### config.mk
export PLATFORM = sky130hd
export DESIGN_NAME = priority_router
export DESIGN_NICKNAME = d
export VERILOG_FILES = /design/src/rtl/priority_router.sv
export SDC_FILE = /design/constraint.sdc
export NUM_CORES = 1
export LEC_CHECK = 0
export ABC_AREA = 1
export CAP_MARGIN = 20
export CORE_MARGIN = 4
export CORE_UTILIZATION = 30
export CTS_CLUSTER_SIZE = 10
export DETAILED_ROUTE_END_ITERATION = 8
export GPL_TIMING_DRIVEN = 0
export SETUP_SLACK_MARGIN = 0.05
export SKIP_LAST_GASP = 1
export SLEW_MARGIN = 15
export SYNTH_ARGS = -nofsm -noshare
export SYNTH_HDL_FRONTEND = slang
export SYNTH_SLANG_ARGS = --single-unit
### constraint.sdc
create_clock -name clk -period 1.25 [get_ports clk]
set_input_delay 0.25 -clock clk [delete_from_list [all_inputs] [get_ports clk]]
set_output_delay 0.25 -clock clk [all_outputs]
set_load 0.1 [all_outputs]
### src/rtl/priority_router.sv
// -----------------------------------------------------------------------------
// priority_router
//
// Version-selecting read mux for a multi-version data store. Each of the
// VERSION_NUM storage slots presents a data word, a version tag and a live bit.
// For a lookup at readVersion, the slot returned is the live slot with the
// newest version that is not newer than readVersion. When several slots have
// that same version, the lowest index wins. The result is registered, so a
// request sampled at one rising edge is answered on the outputs after that
// edge. A new request can be accepted on every cycle.
//
// Handshake: readValid qualifies the inputs sampled at a rising edge. outValid
// is high for exactly the cycle after each accepted request. There is no ready
// signal, because the block can always accept a request.
//
// Ports:
//   clk          rising-edge clock
//   rst_n        asynchronous active-low reset; all outputs are forced to 0
//   readValid    lookup request this cycle
//   readVersion  version being read (unsigned)
//   entryValid   bit i set = slot i holds live data
//   versions     slot i tag at  [i*VERSION_WIDTH +: VERSION_WIDTH]
//   dataInputs   slot i data at [i*DATA_WIDTH +: DATA_WIDTH]
//   dataOut      selected data word (registered, 0 on miss)
//   outValid     result for the request of the previous cycle
//   hit          a qualifying slot was found
//   hitIndex     index of the selected slot (0 on miss)
// -----------------------------------------------------------------------------
module priority_router #(
  parameter int DATA_WIDTH    = 32,
  parameter int VERSION_WIDTH = 4,
  parameter int VERSION_NUM   = 4,
  localparam int INDEX_WIDTH  = (VERSION_NUM > 1) ? $clog2(VERSION_NUM) : 1
) (
  input  logic                                 clk,
  input  logic                                 rst_n,
  input  logic                                 readValid,
  input  logic [VERSION_WIDTH-1:0]             readVersion,
  input  logic [VERSION_NUM-1:0]               entryValid,
  input  logic [VERSION_WIDTH*VERSION_NUM-1:0] versions,
  input  logic [DATA_WIDTH*VERSION_NUM-1:0]    dataInputs,
  output logic [DATA_WIDTH-1:0]                dataOut,
  output logic                                 outValid,
  output logic                                 hit,
  output logic [INDEX_WIDTH-1:0]               hitIndex
);

  // Per-slot views of the flattened input buses.
  logic [VERSION_WIDTH-1:0] slot_version [VERSION_NUM];
  logic [DATA_WIDTH-1:0]    slot_data    [VERSION_NUM];
  logic [VERSION_NUM-1:0]   qualify;

  always_comb begin
    for (int i = 0; i < VERSION_NUM; i++) begin
      slot_version[i] = versions[i*VERSION_WIDTH +: VERSION_WIDTH];
      slot_data[i]    = dataInputs[i*DATA_WIDTH +: DATA_WIDTH];
      // The comparison is a plain unsigned one. A small readVersion never
      // wraps around to match large tags.
      qualify[i]      = entryValid[i] && (slot_version[i] <= readVersion);
    end
  end

  // Winner search. A later slot only replaces the current best candidate when
  // its version is strictly greater. This strict test is what makes the lowest
  // index win a tie. The winning data is carried along in the same scan, so it
  // never has to be indexed back out of the array. When no slot qualifies,
  // every winner signal stays 0. That is exactly the value a miss must present.
  logic                     win_found;
  logic [VERSION_WIDTH-1:0] win_version;
  logic [INDEX_WIDTH-1:0]   win_index;
  logic [DATA_WIDTH-1:0]    win_data;

  always_comb begin
    win_found   = 1'b0;
    win_version = '0;
    win_index   = '0;
    win_data    = '0;
    for (int i = 0; i < VERSION_NUM; i++) begin
      if (qualify[i] && (!win_found || (slot_version[i] > win_version))) begin
        win_found   = 1'b1;
        win_version = slot_version[i];
        win_index   = INDEX_WIDTH'(i);
        win_data    = slot_data[i];
      end
    end
  end

  // Output register. An idle cycle clears outValid and hit. On an idle cycle,
  // dataOut and hitIndex keep the last answer, so a consumer that samples late
  // still sees stable data.
  always_ff @(posedge clk or negedge rst_n) begin
    if (!rst_n) begin
      dataOut  <= '0;
      outValid <= 1'b0;
      hit      <= 1'b0;
      hitIndex <= '0;
    end else begin
      outValid <= readValid;
      if (readValid) begin
        hit      <= win_found;
        hitIndex <= win_index;
        dataOut  <= win_data;
      end else begin
        hit      <= 1'b0;
      end
    end
  end

endmodule

# == Yosys cells after proc, flatten, opt, wreduce, memory -nomap -nowiden ==
# Cells that the tools add are included.
# word_totals
elab_cells,39
output_inout_bits,36
reg_bits,36
inputBits,155
# op_classes
muxes,15
reduce_logical,13
magnitude_cmp,7
# op_table
op,count
two-way mux 32 bit,4
less-or-equal comparator 4 bit,4
> comparator 4 bit,3
two-way mux 4 bit,3
logical AND 1 bit,7
two-way mux 1 bit,6
two-way mux 2 bit,2
zero test 1 bit,3
logical OR 1 bit,3

# == Logic depth before layout (Yosys ltp) ==
# logic_depth
ltp_word,16
mapped_depth,43

# == Least setup slack after synthesis ==
# No wires, ideal clock.
# synth_path
kind,input port to flip-flop
start,in readVersion[3]
end,reg dataOut[4]
cell_stages,38
path_slack_ns,-3.308
arrival_ns,4.484
setup_time_ns,0.074
path_cell_list,inv_1 -> ha_1 -> nand2_1 -> inv_2 -> nand2_1 -> nand2_1 -> nand2_2 -> nand2_4 -> inv_1 -> nand2_1 -> ha_1 -> nand2_1 -> inv_1 -> nand2_1 -> nand2_1 -> nand2_1 -> nand3_2 -> nand2_2 -> [... 2 more ...] -> o21ai_1 -> ha_1 -> nand2_1 -> o21ai_0 -> nand2_1 -> nand2_2 -> buf_4 -> nand2_1 -> o21ai_1 -> ha_1 -> a21oi_1 -> o21ai_0 -> o21ai_0 -> nand2_4 -> nand2_4 -> buf_4 -> nand3_1 -> a21oi_2
# synth_between
elab_chain_len,15
word_cells_on_any_way,30
classes_between,order compare (7); mux (10); reduce/logical (13)
# synth_rtl
element,line,rtl
start: declaration,38,"input logic [VERSION_WIDTH-1:0] readVersion,"
less-or-equal comparator 4 bit,59,qualify[i] = entryValid[i] && (slot_version[i] <= readVersion);
logical AND 1 bit,59,
two-way mux 4 bit / two-way mux 1 bit (equally long branches),79,if (qualify[i] && (!win_found || (slot_version[i] > win_version))) begin
> comparator 4 bit / zero test 1 bit (equally long branches),79,
logical OR 1 bit,79,
logical AND 1 bit,79,
two-way mux 4 bit / two-way mux 1 bit (equally long branches),79,
> comparator 4 bit / zero test 1 bit (equally long branches),79,
logical OR 1 bit,79,
logical AND 1 bit,79,
two-way mux 4 bit / two-way mux 1 bit (equally long branches),79,
> comparator 4 bit / zero test 1 bit (equally long branches),79,
logical OR 1 bit,79,
logical AND 1 bit,79,
two-way mux 32 bit (*),79,
end signal: assignment,102,dataOut <= win_data;
end: declaration,42,"output logic [DATA_WIDTH-1:0] dataOut,"
# Every way passes the cells marked *; elsewhere a longest branch is shown, timed or not.
# A chain may end at the register's enable or synchronous reset.

# == Worst setup path after layout ==
# layout_path
start,in readVersion[1]
end,reg dataOut[0]
# Same word-level chain as after synthesis.

==> flow_results.org <==
** Status
- The flow ran to the end, but the final reports show violations.
- The checks that failed: setup timing.

** Layout
- After routing the design area is 0.00768 mm2.
- For this run, the post-layout net count is 1056.
- In the final layout, flip-flops and latches occupy ~900 um2.
- Share of layout cells above drive strength 1 :: 0.365
- Area growth from synthesis to final layout :: 97.1%
- Area of the multi-input gates :: approximately 0.0032 mm2
- Diode insertion count for antenna repair :: 0
- For this run, the number of standard cells in the final layout without fillers is 1046.
- Number of fill cells :: 1185

** Global route
- Overall routing resource usage :: 0.209
- The number of antenna violations at the first check in global routing came to 0.
- Number of global-route vias before repair :: 5037
- The first global-routing pass estimated 25.0 mm of wire.
- Remaining global-route overflow :: 0
- Entering global routing, the biggest net connects 20 pins.

** Logic synthesis
- Post-synthesis net count :: 813
- Cell taking the most area after synthesis :: dfrtp_1
- Syn avg cell area :: 6.18 um2
- Top cells by area in the synthesized netlist :: dfrtp_1 (23%), nand3_1 (16%), nand2_1 (13%)
- Syn. warnings :: 0
- Share of the synthesized area in the top cell type :: 0.231
- Sequential cell area fraction in the yosys report :: 0.231
- Cells after Synth :: 630
- Post-Synthesis Cell Area :: 0.00390 mm2
- Library cells used by synthesis :: 24
- The synthesized design contains 36 register bits.

** Setup path
- In this run the worst path has a maximum fanout of 6.
- The critical path contains buffers and inverters numbering 10 combined.
- On the worst path, the slowest cell contributes a delay of roughly 270 ps.
- Critical path class :: in2reg
- CP top delay family :: simple AND/OR/NAND/NOR gates
- Category of the worst setup path launch point :: input pin
- Cell occurring most often along the worst timing path :: nand2_2
- At the worst endpoint, the arrival time is 4530 ps.
- For this design, the slowest cell found on the critical path is ha_4.
- The worst setup path is captured at a flip-flop.
- Req. time, crit path :: roughly 1400 ps

** Clock tree
- The number of clock buffers added by TritonCTS is 5.
- H-Tree Depth :: 2
- After clock tree synthesis, the clock-pin slew on the worst setup and hold paths is 50 ps.
- The clock net in this run drives a total of 36 sinks.
- Later-pin clock latency in the skew report :: 270 ps
- Maximum root-to-sink buffer count :: 2
- TritonCTS built the clock tree.
- CTS root buf :: clkbuf_16

** STA
- Total setup violations reported at the end of the flow :: 35
- Derived from the worst setup path, the maximum achievable clock frequency is around 230 MHz.
- Final Max Slew Viols :: 0
- Across the routed clock network, the largest skew measured is 0 ps.
- Max-slew headroom at the worst pin :: 0.643
- Final worst-path setup slack :: -3120 ps
- At the pin with the least slew margin, the transition time is approximately 530 ps.
- Of the available clock period, the critical path in the final layout requires 3.50.
- Summed over all failing endpoints, the final setup total negative slack is -105350 ps.
- Setup repair after global routing missed its margin :: true
- The number of hold-slack violations in the final timing report came to 0.
- The smallest clock period supported by the final layout is computed as 4370 ps.

** Min path
- The min-delay analysis places its worst path in the category in2async.

** Place
- Placer congestion estimate :: roughly 0.83
- Number of port buffers :: 190
- Counting tap cells, the placed design contains a total of 993 instances.
- Post-Place Worst Slack :: -4670 ps
- Area of placed instances :: ~0.0063 mm2
- Summed over all nets, the half-perimeter wirelength after detailed placement is 11.9 mm.

** Die
- Die area :: 0.0149 mm2
- Die span in y :: roughly 120 um
- Placeable core region :: 0.0127 mm2
- Starting density of the core :: 0.307
- Total number of placement rows :: 41
- Floorplan die width :: 122 um
- Pin placement for this block handled 191 I/O pins.

** Job
- Reported max-cap violation count :: 0

** Routing
- Drt wl/cell :: 15.7 um
- The count of nets left with antenna violations once routing finished came out at 0.
- Via Count :: 4918
- Wires add up to between 15 and 20 mm.
- Residual DRC count :: 0
- Before antenna repair, the detailed router went through 4 iterations.
- In this run, the number of DRC markers left after iteration 0 of detailed routing was 222.
- Via-per-instance ratio :: 4.70

** Pwr
- After layout, the design draws a total of about 9.4 mW.
- Power per cell area :: between 1000 and 1500 mW/mm2
- Standby leakage power :: 3.68 nW
- Peak ir drop on the vdd network :: 0.000744 V
## stage by stage
step	hold WS [ps]	util
3_3_place_gp	493	0.497
6_report	474	0.606
4_1_cts	474	0.564
2_1_floorplan	-45.6	-
3_5_place_dp	238	0.499
5_1_grt	488	0.606
## layout make-up
type                       count  share of cell area
sequential                    36               0.117
multi-input combinational    436               0.412
buffer                        37              0.0422
clock buffer                   8              0.0191
timing repair buffer         236               0.317
tap                          172              0.0280
inverter                     121              0.0637
## cells by family (layout without fill, tap and decap cells)
logic type,Yosys count,after routing,synth area share
and+or+nand+nor,348,348,0.408
buffers and inverters,158,402,0.179
AOI/OAI and AO/OA,60,60,0.0925
DFF,36,36,0.231
adders and majority gates,28,28,0.0899
## worst register-to-register path, delay by kind of cell (launching register included)
kind	cells	cell delay, ps
flip-flops	1	420
AND/OR/NAND/NOR	1	200
AO/OA/AOI/OAI	1	50
## power by group
group | total (mW) | internal (mW) | switching, mW
Clock | 1.26 | 0.796 | 0.462
Combinational | 6.55 | 2.53 | 4.02
Sequential | 1.57 | 1.41 | 0.166
## per-layer routing
| metal | wire (um) | up-vias | GRT usage |
|---|---|---|---|
| li1 | - | 2465 | - |
| met1 | 6860 | 2264 | 0.263 |
| met2 | 8270 | 168 | 0.375 |
| met3 | 1060 | 21 | 0.0418 |
| met4 | 237 | 0 | 0.0364 |
| met5 | 0 | - | 0 |
## flip-flops by register name, indices dropped and copies added (netlist names)
name	cells
hit	1
outValid	1
hitIndex	2
dataOut	32
## timing repair
| item | 4_1_cts | 5_1_grt |
|---|---|---|
| hold buffers | 1 | 0 |
| endpoints found under the setup margin | 71 | 53 |
| buffers inserted | 34 | 3 |
| resized for setup | 374 | 100 |
| pin swaps | 50 | 46 |
| endpoints found under the hold margin | 17 | 0 |
| cloned | 3 | 4 |
## synth_stat cells, drive strengths merged
library cell / n
a21boi: 1
a21oi: 43
nor2: 67
nand4: 1
a31oi: 2
buf: 31
ha: 28
o21ai: 13
nand2: 145
clkbuf: 6
inv: 121
dfrtp: 36
o21a: 1
nand3: 135
## layout by cell type, fill, tap and decap left out, types with 7 or more instances in the layout
| cell type | netlist | final |
|---|---|---|
| buf_2 | 14 | 17 |
| nand3_1 | 123 | 80 |
| nand2_4 | 4 | 14 |
| inv_2 | 2 | 17 |
| buf_12 | 0 | 8 |
| a21oi_2 | 10 | 37 |
| dfrtp_1 | 36 | 36 |
| nand3_2 | 11 | 47 |
| buf_4 | 11 | 46 |
| ha_1 | 28 | 8 |
| nand3_4 | 1 | 8 |
| nand2_1 | 136 | 113 |
| clkdlybuf4s50_1 | 0 | 133 |
| inv_1 | 119 | 100 |
| ha_4 | 0 | 18 |
| clkbuf_16 | 0 | 9 |
| buf_6 | 6 | 37 |
| nand2_2 | 5 | 16 |
| o21ai_2 | 0 | 7 |
| nor2_1 | 67 | 66 |
## path summary, 6_finish.rpt
path | startpoint | to | slack (ps) | cells after the start
max in group asynchronous | rst_n | dataOut[1]$_DFFE_PN0P_ | 310 | 3
setup / recovery | readVersion[1] | dataOut[0]$_DFFE_PN0P_ | -3120 | 42
hold / removal | rst_n | dataOut[29]$_DFFE_PN0P_ | 470 | 2
hold reg to reg | dataOut[29]$_DFFE_PN0P_ | dataOut[29]$_DFFE_PN0P_ | 510 | 2
setup reg to reg | hitIndex[0]$_DFFE_PN0P_ | hitIndex[0]$_DFFE_PN0P_ | 460 | 2
min in group clk | readValid | outValid$_DFF_PN0_ | 480 | 1
Power figures use the tool's default switching activity.
==> RTL edit (same flow settings) <==
Change the parameter `DATA_WIDTH` from 32 to 64.
--- a/src/rtl/priority_router.sv
+++ b/src/rtl/priority_router.sv
@@ -27,7 +27,7 @@
 //   hitIndex     index of the selected slot (0 on miss)
 // -----------------------------------------------------------------------------
 module priority_router #(
-  parameter int DATA_WIDTH    = 32,
+  parameter int DATA_WIDTH    = 64,
   parameter int VERSION_WIDTH = 4,
   parameter int VERSION_NUM   = 4,
   localparam int INDEX_WIDTH  = (VERSION_NUM > 1) ? $clog2(VERSION_NUM) : 1
Interface: changed (resized dataInputs and dataOut); port bits go from 191 to 351. No check against the original RTL was run, so the function may have changed too.
==> RTL edit against the unedited design <==
- the run still ends with negative setup slack left
- sequential cell count increased by 32
- die area increased by 63%
- critical endpoint is now dataOut[60]
- fmax decreased by 4.1%
- non-clock buffer count increased by 211
- area after synthesis increased by 68%
- highest routed layer unchanged
- sequential power increased by 100%
- worst setup slack got worse by 0.19 ns
- clock power increased by 120%
- power increased by 93%
- routed wire length increased by 99%
- core utilization increased by 2.0 points
- design area increased by 73%
- hold slack got worse by 0.14 ns
==> RTL edit: results (changes against the unedited design) <==
worst-case reg-to-reg path depth 3 (+1); GRT met2 Usage 0.422 (+0.0469); Port Buffer Count 350 (+84%); All-Layer GR Usage 0.242 (+0.0329); post-synth net total 1430 (+76%); WHS 0.333 ns (-0.142 ns); Cell variety after synth 22 (-8.3%); register area share after synthesis 0.260 (+0.0284); hpwl dp 23.6 mm (+98%); Reg area 1700 µm² (+89%); dpl ws -4.77 ns (-0.0979 ns); routed vias 8875 (+80%); first-pass GRT wire length 46.2 mm (+85%); Placed Cells 1745 (+76%); post-DR vias/cell 4.88 (+3.9%); reg2reg end dataOut[53]; drt first pass iters 5 (+1); CP Max Fanout 7 (+1); Crit path largest cell delay 0.34 ns (+0.07 ns); DRT iter0 DRCs 547 (+150%); vias in the first global route 8303 (+65%); GR Util met1 0.302 (+0.0391); Syn Area/Cell 5.86 µm² (-5.3%); Power per Cell Area 1360 nW/µm² (+11%); slowest CP cell ha_1; slew margin rel. 0.607 (-0.0363); final worst slack -3.31 ns (-0.189 ns); worst-skew pair later-pin latency 0.35 ns (+0.08 ns); DP Area 10900 µm² (+72%); H-tree depth 3 (+1); P_clk 2780 µW (+120%); fraction of layout cells with a size suffix above 1 0.258 (-0.107); Psw 8760 µW (+89%); LEAKAGE 0.00649 µW (+76%); routing usage on met3 0.0563 (+0.0145); Ys Warns 0 (unchanged); Max VDD drop 0.855 mV (+15%); reg2reg setup slack 0.39 ns (-0.07 ns); Post-synth top cells nand3_1 (261), nand2_1 (234), inv_1 (215); top flop regs dataOut: 64 flops, hitIndex: 2 flops; WP data arrival 4.80 ns (+0.27 ns); GPL Wtd Cong 0.904 (+8.4%); seq pwr 3200 µW (+100%); nets 1847 (+75%); final wirelength 32.7 mm (+99%); largest net degree at the start of global routing 53 (+170%); status finished, violations left; post-route setup TNS -213.99 ns (-108.64 ns); CTS clk-pin slew, worst paths 0.07 ns (+0.02 ns); fill cell count 1935 (+63%); failing checks negative setup slack; top cells by area, synth dfrtp_1 (26%), nand3_1 (20%), nand2_1 (13%); Crit path max-delay family simple AND/OR/NAND/NOR gates; reg-to-reg startpoint dataOut[53]; Final setup viols 68 (+94%); clock buffer count from CTS 9 (+4)
[RTL edit: routing by layer]
metal,up-vias,wire length (µm)
met5,-,0
met4,0,658
met3,42,2530
met2,360,16300
met1,4164,13300
li1,4309,-
[RTL edit: kinds of logic after synthesis]
kind of cell,share of synthesized area
buffers and inverters,0.195
AOI/OAI and AO/OA,0.0731
adders and majority gates,0.0535
and+or+nand+nor,0.419
DFF,0.260
[RTL edit: worst reg2reg max path: cells and delay by family (launching register included)]
kind,cells,cell delay (ns)
DFF,1,0.41
AOI/OAI and AO/OA,1,0.05
and+or+nand+nor,1,0.13
buffers and inverters,1,0.15
[RTL edit: worst max-delay path by stage]
stage	startpoint	slack [ns]	to
6_report	versions[1]	-3.31	dataOut[60]
3_3_place_gp	readVersion[1]	-4.70	dataOut[33]
2_1_floorplan	readVersion[1]	-3.10	dataOut[36]
3_5_place_dp	readVersion[1]	-4.77	dataOut[33]
5_1_grt	versions[1]	-3.53	dataOut[60]
4_1_cts	versions[0]	-3.35	dataOut[63]
[RTL edit: cell type report]
type / count / share of cell area
buffer: 78 / 0.0494
clock buffer: 11 / 0.0190
multi-input combinational: 756 / 0.348
timing repair buffer: 406 / 0.362
antenna: 1 / 0.000188
tap: 275 / 0.0258
inverter: 217 / 0.0641
sequential: 68 / 0.128
clock inverter: 5 / 0.00441
[RTL edit: what timing repair did]
| item | in CTS | in global routing |
|---|---|---|
| hold endpoints to repair | 16 | 0 |
| setup endpoints to repair | 135 | 135 |
| pin swaps | 22 | 54 |
| gates cloned | 2 | 9 |
| gates resized for setup | 81 | 694 |
| buffers inserted | 14 | 30 |
| hold buffers | 1 | 0 |
